## config.mk

```make
export PLATFORM = sky130hd
export DESIGN_NAME = mant_mul_seq
export DESIGN_NICKNAME = d
export VERILOG_FILES = /design/src/rtl/fpu_mul_pkg.sv /design/src/rtl/rca_adder.sv /design/src/rtl/mant_mul_seq.sv
export SDC_FILE = /design/constraint.sdc
export NUM_CORES = 1
export LEC_CHECK = 0
export ABC_AREA = 1
export BUFFER_PORTS_ARGS = -buffer_cell sky130_fd_sc_hd__buf_2
export CAP_MARGIN = 20
export CORE_MARGIN = 4
export CORE_UTILIZATION = 46
export CTS_BUF_LIST = sky130_fd_sc_hd__clkbuf_4
export DETAILED_ROUTE_END_ITERATION = 10
export PLACE_DENSITY = 0.7
export SLEW_MARGIN = 20
export SYNTH_ARGS = -nofsm -noshare
export SYNTH_HDL_FRONTEND = slang
export SYNTH_SLANG_ARGS = --single-unit
export TNS_END_PERCENT = 20
```

## constraint.sdc

```tcl
create_clock -name clk -period 11.6 [get_ports clk]
set_input_delay 0 -clock clk [delete_from_list [all_inputs] [get_ports clk]]
set_output_delay 0 -clock clk [all_outputs]
set_load 0.05 [all_outputs]
```

## src/rtl/fpu_mul_pkg.sv

```systemverilog
// Shared types and constants for the FPU multiply path.
package fpu_mul_pkg;

  // Controller states. Encoding 2'd3 is unused and falls back to IDLE.
  typedef enum logic [1:0] {
    IDLE = 2'd0,
    RUN  = 2'd1,
    DONE = 2'd2
  } mul_state_t;

  // Single-precision mantissa width including the hidden bit.
  localparam int MANT_W = 24;

endpackage

```

## src/rtl/rca_adder.sv

```systemverilog
// Ripple-carry adder built from a chain of full-adder cells.

module fa_cell (
  input  logic a,
  input  logic b,
  input  logic ci,
  output logic s,
  output logic co
);

  // One-bit full adder.
  always_comb begin
    s  = a ^ b ^ ci;
    co = (a & b) | (a & ci) | (b & ci);
  end

endmodule

module rca_adder #(
  parameter int WIDTH = 24
) (
  input  logic [WIDTH-1:0] A,
  input  logic [WIDTH-1:0] B,
  input  logic             Cin,
  output logic [WIDTH-1:0] Sum,
  output logic             Cout
);

  logic [WIDTH:0] carry;

  assign carry[0] = Cin;

  for (genvar i = 0; i < WIDTH; i++) begin : g_fa
    fa_cell u_fa (
      .a  (A[i]),
      .b  (B[i]),
      .ci (carry[i]),
      .s  (Sum[i]),
      .co (carry[i+1])
    );
  end

  assign Cout = carry[WIDTH];

endmodule

```

## src/rtl/mant_mul_seq.sv

```systemverilog
// Sequential radix-2 shift-and-add mantissa multiplier. One shared adder is
// stepped over WIDTH iterations to build a 2*WIDTH-bit product.
//
// Handshakes:
//   upstream   - a multiply is accepted on a rising edge where start=1 and
//                in_ready=1 (IDLE only); start in any other state is dropped.
//   downstream - product is presented with out_valid=1 and held stable until a
//                rising edge with out_valid=1 and out_ready=1 completes the
//                transfer.
//   flush aborts any state back to IDLE; it overrides start and out_ready.
module mant_mul_seq
  import fpu_mul_pkg::*;
#(
  parameter  int WIDTH = MANT_W,
  localparam int CNT_W = $clog2(WIDTH + 1)
) (
  input  logic               clk,
  input  logic               rst_n,
  input  logic               start,
  output logic               in_ready,
  input  logic [WIDTH-1:0]   mcand,
  input  logic [WIDTH-1:0]   mplier,
  input  logic               flush,
  output logic               out_valid,
  input  logic               out_ready,
  output logic [2*WIDTH-1:0] product,
  output logic               busy,
  output logic [1:0]         state_dbg
);

  mul_state_t       state_q,  state_d;
  logic [CNT_W-1:0] count_q,  count_d;
  logic [WIDTH-1:0] acc_hi_q, acc_hi_d;
  logic [WIDTH-1:0] acc_lo_q, acc_lo_d;
  logic [WIDTH-1:0] mcand_q,  mcand_d;

  logic [WIDTH-1:0] addend;
  logic [WIDTH-1:0] add_sum;
  logic             add_cout;

  // Add the multiplicand only when the current multiplier LSB is set.
  always_comb begin
    addend = acc_lo_q[0] ? mcand_q : '0;
  end

  rca_adder #(.WIDTH(WIDTH)) u_adder (
    .A    (acc_hi_q),
    .B    (addend),
    .Cin  (1'b0),
    .Sum  (add_sum),
    .Cout (add_cout)
  );

  // State, counter and datapath registers.
  always_ff @(posedge clk or negedge rst_n) begin
    if (!rst_n) begin
      state_q  <= IDLE;
      count_q  <= '0;
      acc_hi_q <= '0;
      acc_lo_q <= '0;
      mcand_q  <= '0;
    end else begin
      state_q  <= state_d;
      count_q  <= count_d;
      acc_hi_q <= acc_hi_d;
      acc_lo_q <= acc_lo_d;
      mcand_q  <= mcand_d;
    end
  end

  // Next-state and datapath update. The carry-out becomes the new top bit of
  // acc_hi as the whole {carry, sum, acc_lo} word shifts right by one.
  always_comb begin
    state_d  = state_q;
    count_d  = count_q;
    acc_hi_d = acc_hi_q;
    acc_lo_d = acc_lo_q;
    mcand_d  = mcand_q;
    if (flush) begin
      state_d = IDLE;
      count_d = '0;
    end else begin
      case (state_q)
        IDLE: begin
          if (start) begin
            state_d  = RUN;
            mcand_d  = mcand;
            acc_lo_d = mplier;
            acc_hi_d = '0;
            count_d  = '0;
          end
        end
        RUN: begin
          acc_hi_d = {add_cout, add_sum[WIDTH-1:1]};
          acc_lo_d = {add_sum[0], acc_lo_q[WIDTH-1:1]};
          count_d  = count_q + CNT_W'(1);
          if (count_q == CNT_W'(WIDTH - 1)) begin
            state_d = DONE;
          end
        end
        DONE: begin
          if (out_ready) begin
            state_d = IDLE;
          end
        end
        default: begin
          state_d = IDLE;
        end
      endcase
    end
  end

  // Status outputs decoded straight from the state register.
  always_comb begin
    in_ready  = (state_q == IDLE);
    busy      = (state_q == RUN);
    out_valid = (state_q == DONE);
    product   = {acc_hi_q, acc_lo_q};
    state_dbg = state_q;
  end

endmodule

```

* Word level (Yosys, flattened, before mapping)
Index checks and enable logic that the tools add are counted.
Widths: inputs -> output; s select.
** Word-level totals
- Flip-flop bits (word level) :: 79
- Output and inout bits :: 53
- Logic and storage cells :: 197
- Input port bits :: 53
** Cells by class
- Equality and inequality tests :: 7
- $add $sub $neg :: 1
- Muxes and demuxes :: 13
- Bitwise operators :: 164
- Reduce and logical (&&, ||, !) cells :: 7
** Operators by type and width (number)
- $pmux 24 s2 :: 2
- $mux 24 :: 3
- $and 1x1->1 :: 70
- $xor 1x1->1 :: 47
- $or 1x1->1 :: 46
- $mux 5 :: 2
- $pmux 5 s2 :: 1
- $ne 3x2->1 const B :: 3
- $reduce_and 3->1 :: 3
- $mux 2 :: 4
- $pmux 2 s3 :: 1
- $add 5x1->5 const B :: 1
- $eq 5x5->1 const B :: 1
- $reduce_bool 3->1 :: 1
- $eq 2x1->1 const B :: 1
- $eq 2x2->1 const B :: 1
- $logic_not 2->1 :: 1
- $ne 2x2->1 const B :: 1
- $reduce_and 2->1 :: 1
- $reduce_bool 2->1 :: 1
- $not 1->1 :: 1

* Longest topological paths before layout
Gate-level depths: netlist of run 1.
- Depth in word-level cells :: 72
- Depth in mapped cells :: 31
- Gate-level depth less buffers :: 30

* Modules after synthesis
From an unflattened synthesis of run 1, not the netlist that was laid out.
** Unflattened totals
- Cell total of the unflattened synthesis :: 516
- Area, all modules :: 4161.5 µm²
** Modules (own cells, without submodules)
- mant_mul_seq :: seq. area each 1976.9 µm², times used 1, area an instance 3681.0 µm², cells an instance 492
- fa_cell :: seq. area each 0.0 µm², times used 24, area an instance 20.0 µm², cells an instance 1

* Least setup slack after synthesis of run 1
Ideal clock, no wire load.
- Path type :: flip-flop to flip-flop
- Start point :: register acc_lo_q[0]
- End point :: register acc_hi_q[22]
- Path slack :: 1.194 ns
- Buffers on the path :: 1
- Cell stages (with the launch flop) :: 32
- Setup time :: 0.117 ns
- Data required time :: 11.483 ns
- Arrival time :: 10.289 ns
- Period minus slack after synthesis :: 10.406 ns
- Path through :: dfrtp_1 > clkbuf_1 > nand2_1 > inv_1 > ha_1 > fa_1 > fa_1 > inv_1 > fa_1 > fa_1 > fa_1 > fa_1 > fa_1 > fa_1 > fa_1 > fa_1 > fa_1 > fa_1 > fa_1 > fa_1 > fa_1 > fa_1 > fa_1 > fa_1 > inv_1 > fa_1 > inv_1 > fa_1 > fa_1 > fa_1 > fa_1 > o21ai_2
** Between the ends
- Word-level cells in the longest chain between the ends :: 70
- Elaborated cells on any way between the ends :: 115
- Those cells by class :: 2 x mux; 113 x bitwise
** RTL lines
- start, declared :: RTL line mant_mul_seq.sv:34 : logic [WIDTH-1:0] acc_lo_q, acc_lo_d;
- start signal, assigned :: RTL line mant_mul_seq.sv:66 : acc_lo_q <= acc_lo_d;
- $mux 24 * :: RTL line mant_mul_seq.sv:43 : addend = acc_lo_q[0] ? mcand_q : '0;
- $and 1x1->1 (2 in series) :: RTL line rca_adder.sv:14 : co = (a & b) | (a & ci) | (b & ci);
- $or 1x1->1 (2 in series) :: RTL line rca_adder.sv:14
- $and 1x1->1 :: RTL line rca_adder.sv:14
- $or 1x1->1 (2 in series) :: RTL line rca_adder.sv:14
- $and 1x1->1 :: RTL line rca_adder.sv:14
- $or 1x1->1 (2 in series) :: RTL line rca_adder.sv:14
- $and 1x1->1 :: RTL line rca_adder.sv:14
- [47 not listed]
- $and 1x1->1 :: RTL line rca_adder.sv:14
- $or 1x1->1 (2 in series) :: RTL line rca_adder.sv:14
- $and 1x1->1 :: RTL line rca_adder.sv:14
- $or 1x1->1 (2 in series) :: RTL line rca_adder.sv:14
- $and 1x1->1 :: RTL line rca_adder.sv:14
- $or 1x1->1 (2 in series) :: RTL line rca_adder.sv:14
- $xor 1x1->1 * :: RTL line rca_adder.sv:13 : s = a ^ b ^ ci;
- $pmux 24 s2 * :: RTL line mant_mul_seq.sv:83 : case (state_q)
- end signal, assigned :: RTL line mant_mul_seq.sv:65 : acc_hi_q <= acc_hi_d;
- end, declared :: RTL line mant_mul_seq.sv:33 : logic [WIDTH-1:0] acc_hi_q, acc_hi_d;
Mark *: on every way between the ends. The rest lies on a longest branch, timed or not.
A chain may end at the register's enable or synchronous reset.

* Final worst setup path of run 1
Same ends and word-level chain as after synthesis.

==> results.ini, run 1 <==
[synth]
synth_area_um2=4360
ys.flop_type=dfrtp_1
synth-edff-count=0
yosysTopAreaCell=dfrtp_1
yosysSeqAreaShare_pct=45.3
ys_async_sr_fraction_pct=100
netlist_instances=522
ys_warn_count=0
synth_top_area_share_pct=45.3
yosys-top-cells-count=nand2_1, dfrtp_1, inv_1
syn-num-nets=600
synth_seq_cells=79
avgSynthCellArea_um2=8.36
yosysUniqueCellTypes=19
post-synth-top-count-cell=nand2_1
synthTopCellsByArea=dfrtp_1, nand2_1, fa_1, inv_1, buf_4

[global_route]
grt_use_total_pct=18.2
antenna_found_initial=0
globalRouteOverflowTotal=0
grt_max_degree=80
grt_pass1_wl_mm=16.6
grt_pass1_vias=3651

[routing]
dr.max_layer_used=met4
drc=0
dr.pass1.iters=5
wl_mm=9.69
wl_per_cell_um=12.4
drt_iter0_drc=135
dr_wl_met3_um=503
detail-route-antenna-nets=0
vias_per_cell=4.58
num_vias=3575
wl_met2_mm=4.65
wl_met1_mm=4.45

[critical_path]
startpoint=acc_lo_q[0]$_DFFE_PN0P_
critPathCaptureType=flop
arrival_ns=10.79
path_class=flop to flop
cpMostUsedCell=fa_1
critPathMaxStageDelay_ns=0.54
cp_slowest_cell=fa_1
worst-endpoint-required_ns=11.88
r2r_start=acc_lo_q[0]$_DFFE_PN0P_
crit_fanout=26
critPathLaunchType=flop

[cts]
htree_levels=3
max-clock-path-buffers=2
cts_sinks=79
cts.clk_slew.worst_paths_ns=0.13
root_buffer=clkbuf_4
cts_tree=done
clock_latency_ns=0.41
cts_buffers=9

[sta]
tightest_slew_ns=0.877
rsz0062_at_grt=no
slew_headroom_pct=41.5
max_freq_mhz=95.1
finalCritPeriodShare_pct=90.6
skew_ns=0.0200
setup_tns_ns=0
setup_slack_ns=1.09
setup_viol=0
fin_crit_ns=10.51
hold_violations=0
drv_slew=0

[final_layout]
nets=725
antenna_cells=0
fin_area_um2=5450
drive_above_1_share_pct=23.5
area_growth_pct=24.9

[place]
postPlaceCellArea_um2=4750
place_congestion=0.783
io_buffers=105
dp_hpwl_mm=6.42
dpl_worst_slack_ns=1.06

[die]
placementRows=35
die-height_um=105
dieArea_um2=11100
num_io_pins=106
start_util_pct=47.2
die_x_um=105
coreArea_um2=9240

[worst_hold_path]
hold_start=start
hp-class=primary input to flop

[run_status]
status=complete, no violations

[power_and_ir_drop]
power_leakage_nw=2.89
p_per_area_nw_per_um2=191
ir_drop_mv=0.0881

[flow_run]
drv_cap=0

-- worst max-delay path, delay by kind of cell (launching register included) --
kind,cells,cell delay (ns)
compound gates,1,0.06
fa+ha+maj,24,9.37
buf+inv,5,0.53
flops,1,0.34
simple gates,1,0.10
-- area by class of cell --
type	instances	area, µm²
fillers	809	3790
flip-flops and latches	79	1980
multi-input cells	333	1820
repair buffers	161	1090
inverters	63	236
well taps	129	161
clock inverters	7	96.3
clock buffers	9	67.6
-- timing repair --
item,in CTS,in global routing
hold endpoints to repair,137,0
hold buffers,53,0
buffers inserted,0,0
resized for setup,0,0
-- logic make-up after synthesis --
| kind of cell | count (synthesis) | synth area share, % |
|---|---|---|
| simple gates | 262 | 23.6 |
| buf+inv | 110 | 13.0 |
| compound gates | 46 | 7.00 |
| fa+ha+maj | 25 | 11.1 |
| flops | 79 | 45.3 |
-- sequential cells by signal, indices dropped and copies added (netlist names) --
register   count
acc_hi_q      24
acc_lo_q      24
count_q        5
mcand_q       24
state_dbg      2
-- power breakdown --
| part | leakage, nW | switching (mW) | total, mW | internal [mW] |
|---|---|---|---|---|
| Combinational | 1.79 | 0.334 | 0.459 | 0.125 |
| Clock | 0.0786 | 0.0985 | 0.186 | 0.0877 |
| Sequential | 1.02 | 0.0519 | 0.397 | 0.345 |
-- through the flow --
| step | cells | power [mW] | hold slack, ns | utilization, % |
|---|---|---|---|---|
| CTS | 781 | 1.05 | 0.104 | 59.0 |
| detailed placement | 712 | 0.853 | 0.234 | 51.5 |
| floorplan | 522 | 0.772 | -0.296 | - |
| finish | 781 | 1.04 | 0.138 | 59.0 |
| global placement | 711 | 0.840 | 0.229 | 51.3 |
| global route | 781 | 1.11 | 0.164 | 59.0 |
-- final timing paths --
path	end	slack (ns)	cells past startpoint
max	acc_hi_q[22]$_DFFE_PN0P_	1.09	31
min	count_q[3]$_DFFE_PN0P_	0.14	6
max reg2reg	acc_hi_q[22]$_DFFE_PN0P_	1.09	31
min reg2reg	mcand_q[8]$_DFFE_PN0P_	0.50	2
max in group asynchronous	mcand_q[13]$_DFFE_PN0P_	10.93	2
min in group asynchronous	acc_lo_q[11]$_DFFE_PN0P_	0.17	2
-- metal layers --
| layer | GRT usage [%] | vias to the layer above |
|---|---|---|
| met1 | 23.3 | 1682 |
| met3 | 3.00 | 10 |
| met2 | 32.0 | 97 |
| li1 | - | 1786 |
| met5 | 0 | - |
| met4 | 4.78 | 0 |
-- cell usage in the layout, fill, tap and decap left out, drive strengths merged --
master,n
buf,108
bufinv,2
clkbuf,9
clkinv,1
clkinvlp,3
dfrtp,79
dlygate4sd3,53
fa,23
ha,2
inv,64
nand2,238
nand3,14
nand4,3
nor2,7
o21ai,46
No activity file was read; power rests on OpenSTA's default activity.
==> inputs of run 2 (changes only) <==
CORE_MARGIN = 3   (was 4)
TNS_END_PERCENT = 1   (was 20)
clock period = 12.2 ns   (was 11.6 ns; I/O delays follow)
==> results.ini, run 2 (synthesized netlist as in run 1, its figures left out) <==
[critical_path]
cpMostUsedCell=fa_1
startpoint=acc_lo_q[0]$_DFFE_PN0P_
cp_slowest_cell=fa_1
arrival_ns=10.62  ; -0.17 ns
worst-endpoint-required_ns=12.48  ; +0.60 ns
critPathCaptureType=flop
critPathMaxStageDelay_ns=0.54  ; about the same
path_class=flop to flop
r2r_start=acc_lo_q[0]$_DFFE_PN0P_
critPathLaunchType=flop
rrSetupSlack_ns=1.86  ; +0.77 ns
crit_fanout=25  ; -3.8%

[power_and_ir_drop]
clockPowerShare_pct=15.7  ; -2.2 points
total_power_uw=965  ; -7.4%
power_leakage_nw=2.89  ; about the same
combPwrFrac_pct=45.1  ; +1.1 points
ir_drop_mv=0.0638  ; -28%
p_per_area_nw_per_um2=178  ; -6.8%
power_frac_seq_pct=39.1  ; +1.0 points
switchingPower_uw=453  ; -6.5%
p_int_uw=512  ; -8.1%
switching_share_pct=46.9  ; +0.43 points

[sta]
setup_slack_ns=1.86  ; +0.770 ns
finalCritPeriodShare_pct=84.8  ; -5.8 points
drv_slew=0  ; unchanged
tightest_slew_ns=0.822  ; -0.0541 ns
skew_ns=0.0133  ; -0.00675 ns
setup_tns_ns=0  ; unchanged
slew_headroom_pct=45.1  ; +3.6 points
max_freq_mhz=96.7  ; +1.6%
hold_violations=0  ; unchanged
rsz0062_at_grt=no
setup_viol=0  ; unchanged
fin_crit_ns=10.34  ; -0.170 ns

[cts]
cts.clk_slew.worst_paths_ns=0.13  ; about the same
max-clock-path-buffers=2  ; unchanged
cts_buffers=9  ; unchanged
cts_tree=done
clock_latency_ns=0.41  ; about the same
cts_sinks=79  ; unchanged
root_buffer=clkbuf_4
htree_levels=3  ; unchanged

[final_layout]
utilization_pct=60.3  ; +1.3 points
mostFrequentLayoutCell=nand2_1
area_growth_pct=24.1
antenna_cells=0  ; unchanged
drive_above_1_share_pct=23.3  ; -0.15 points
reg.largest.list=acc_hi_q x24, acc_lo_q x24, mcand_q x24
final-instance-count-excl-fill=778  ; -0.38%
final_cell_mix=nand2_1, buf_2, dfrtp_1
nets=725  ; unchanged

[routing]
drc=0  ; unchanged
wl_per_cell_um=12.4  ; -0.46%
num_vias=3593  ; +0.50%
vias_per_cell=4.62  ; +0.89%
dr.pass1.iters=5  ; unchanged
wl_mm=9.61  ; -0.85%
drt_iter0_drc=130  ; -3.7%
detail-route-antenna-nets=0  ; unchanged

[die]
die_x_um=103  ; -1.9%
dieArea_um2=10700  ; -3.8%
start_util_pct=48.6  ; +1.4 points
coreArea_um2=8980  ; -2.9%
num_io_pins=106  ; unchanged
die-height_um=103  ; -1.9%
placementRows=34  ; -2.9%

[global_route]
grt_pass1_vias=3486  ; -4.5%
grt_pass1_wl_mm=15.7  ; -5.3%
antenna_found_initial=0  ; unchanged
globalRouteOverflowTotal=0  ; unchanged
grt_max_degree=80  ; unchanged
grt_use_total_pct=18.6  ; +0.45 points

[worst_hold_path]
hold_start=start
hp-class=primary input to flop

[place]
io_buffers=105  ; unchanged
dpl_worst_slack_ns=1.77  ; +0.711 ns
dp_hpwl_mm=6.36  ; -0.89%
dpl.cell_count=709  ; -0.42%
place_congestion=0.758  ; -3.2%

[run_status]
status=complete, no violations

[flow_run]
drv_cap=0  ; unchanged

-- run 2: area by class of cell --
| class | instances | area (µm²) |
|---|---|---|
| clock buffers | 11 | 82.6 |
| clock inverters | 5 | 48.8 |
| fillers | 787 | 3560 |
| inverters | 63 | 236 |
| multi-input cells | 333 | 1820 |
| flip-flops and latches | 79 | 1980 |
| well taps | 126 | 158 |
| repair buffers | 161 | 1090 |
-- run 2: power by group through the flow --
stage,Combinational [mW],Clock (mW),Sequential [mW]
detailed placement,0.427,0,0.382
CTS,0.440,0.157,0.377
floorplan,0.270,0,0.464
global placement,0.416,0,0.381
global route,0.478,0.167,0.387
finish,0.435,0.152,0.378
-- run 2: worst paths after layout --
check | to | depth (start not counted)
worst max-delay path | acc_hi_q[22]$_DFFE_PN0P_ | 30
worst min-delay path | count_q[2]$_DFFE_PN0P_ | 6
worst max register to register | acc_hi_q[22]$_DFFE_PN0P_ | 30
worst min register to register | mcand_q[10]$_DFFE_PN0P_ | 2
max in group asynchronous | mcand_q[13]$_DFFE_PN0P_ | 2
min in group asynchronous | acc_lo_q[7]$_DFFE_PN0P_ | 2
-- run 2: per-layer routing --
layer / global-route usage, % / up-vias / wire (µm)
li1: - / 1791 / -
met1: 22.4 / 1688 / 4190
met2: 33.5 / 108 / 4740
met3: 3.62 / 6 / 612
met4: 5.88 / 0 / 69
met5: 0 / - / 0
-- run 2: worst max-delay path: cells and delay by family (launching register included) --
family | cells | cell delay, ns
AOI/OAI and AO/OA | 1 | 0.06
adders and majority gates | 23 | 9.20
buffers and inverters | 5 | 0.54
DFF | 1 | 0.36
and+or+nand+nor | 1 | 0.08
-- run 2: stage by stage --
stage | hold slack (ns) | instance area, µm²
CTS | 0.140 | 5410
floorplan | -0.296 | 4360
global placement | 0.229 | 4740
finish | 0.163 | 5420
global route | 0.205 | 5420
detailed placement | 0.231 | 4750
-- run 2: repair_timing --
action | CTS | global route
hold buffers | 53 | 0
endpoints found under the hold margin | 137 | 0
gates resized for setup | 0 | 0
buffers inserted | 0 | 0
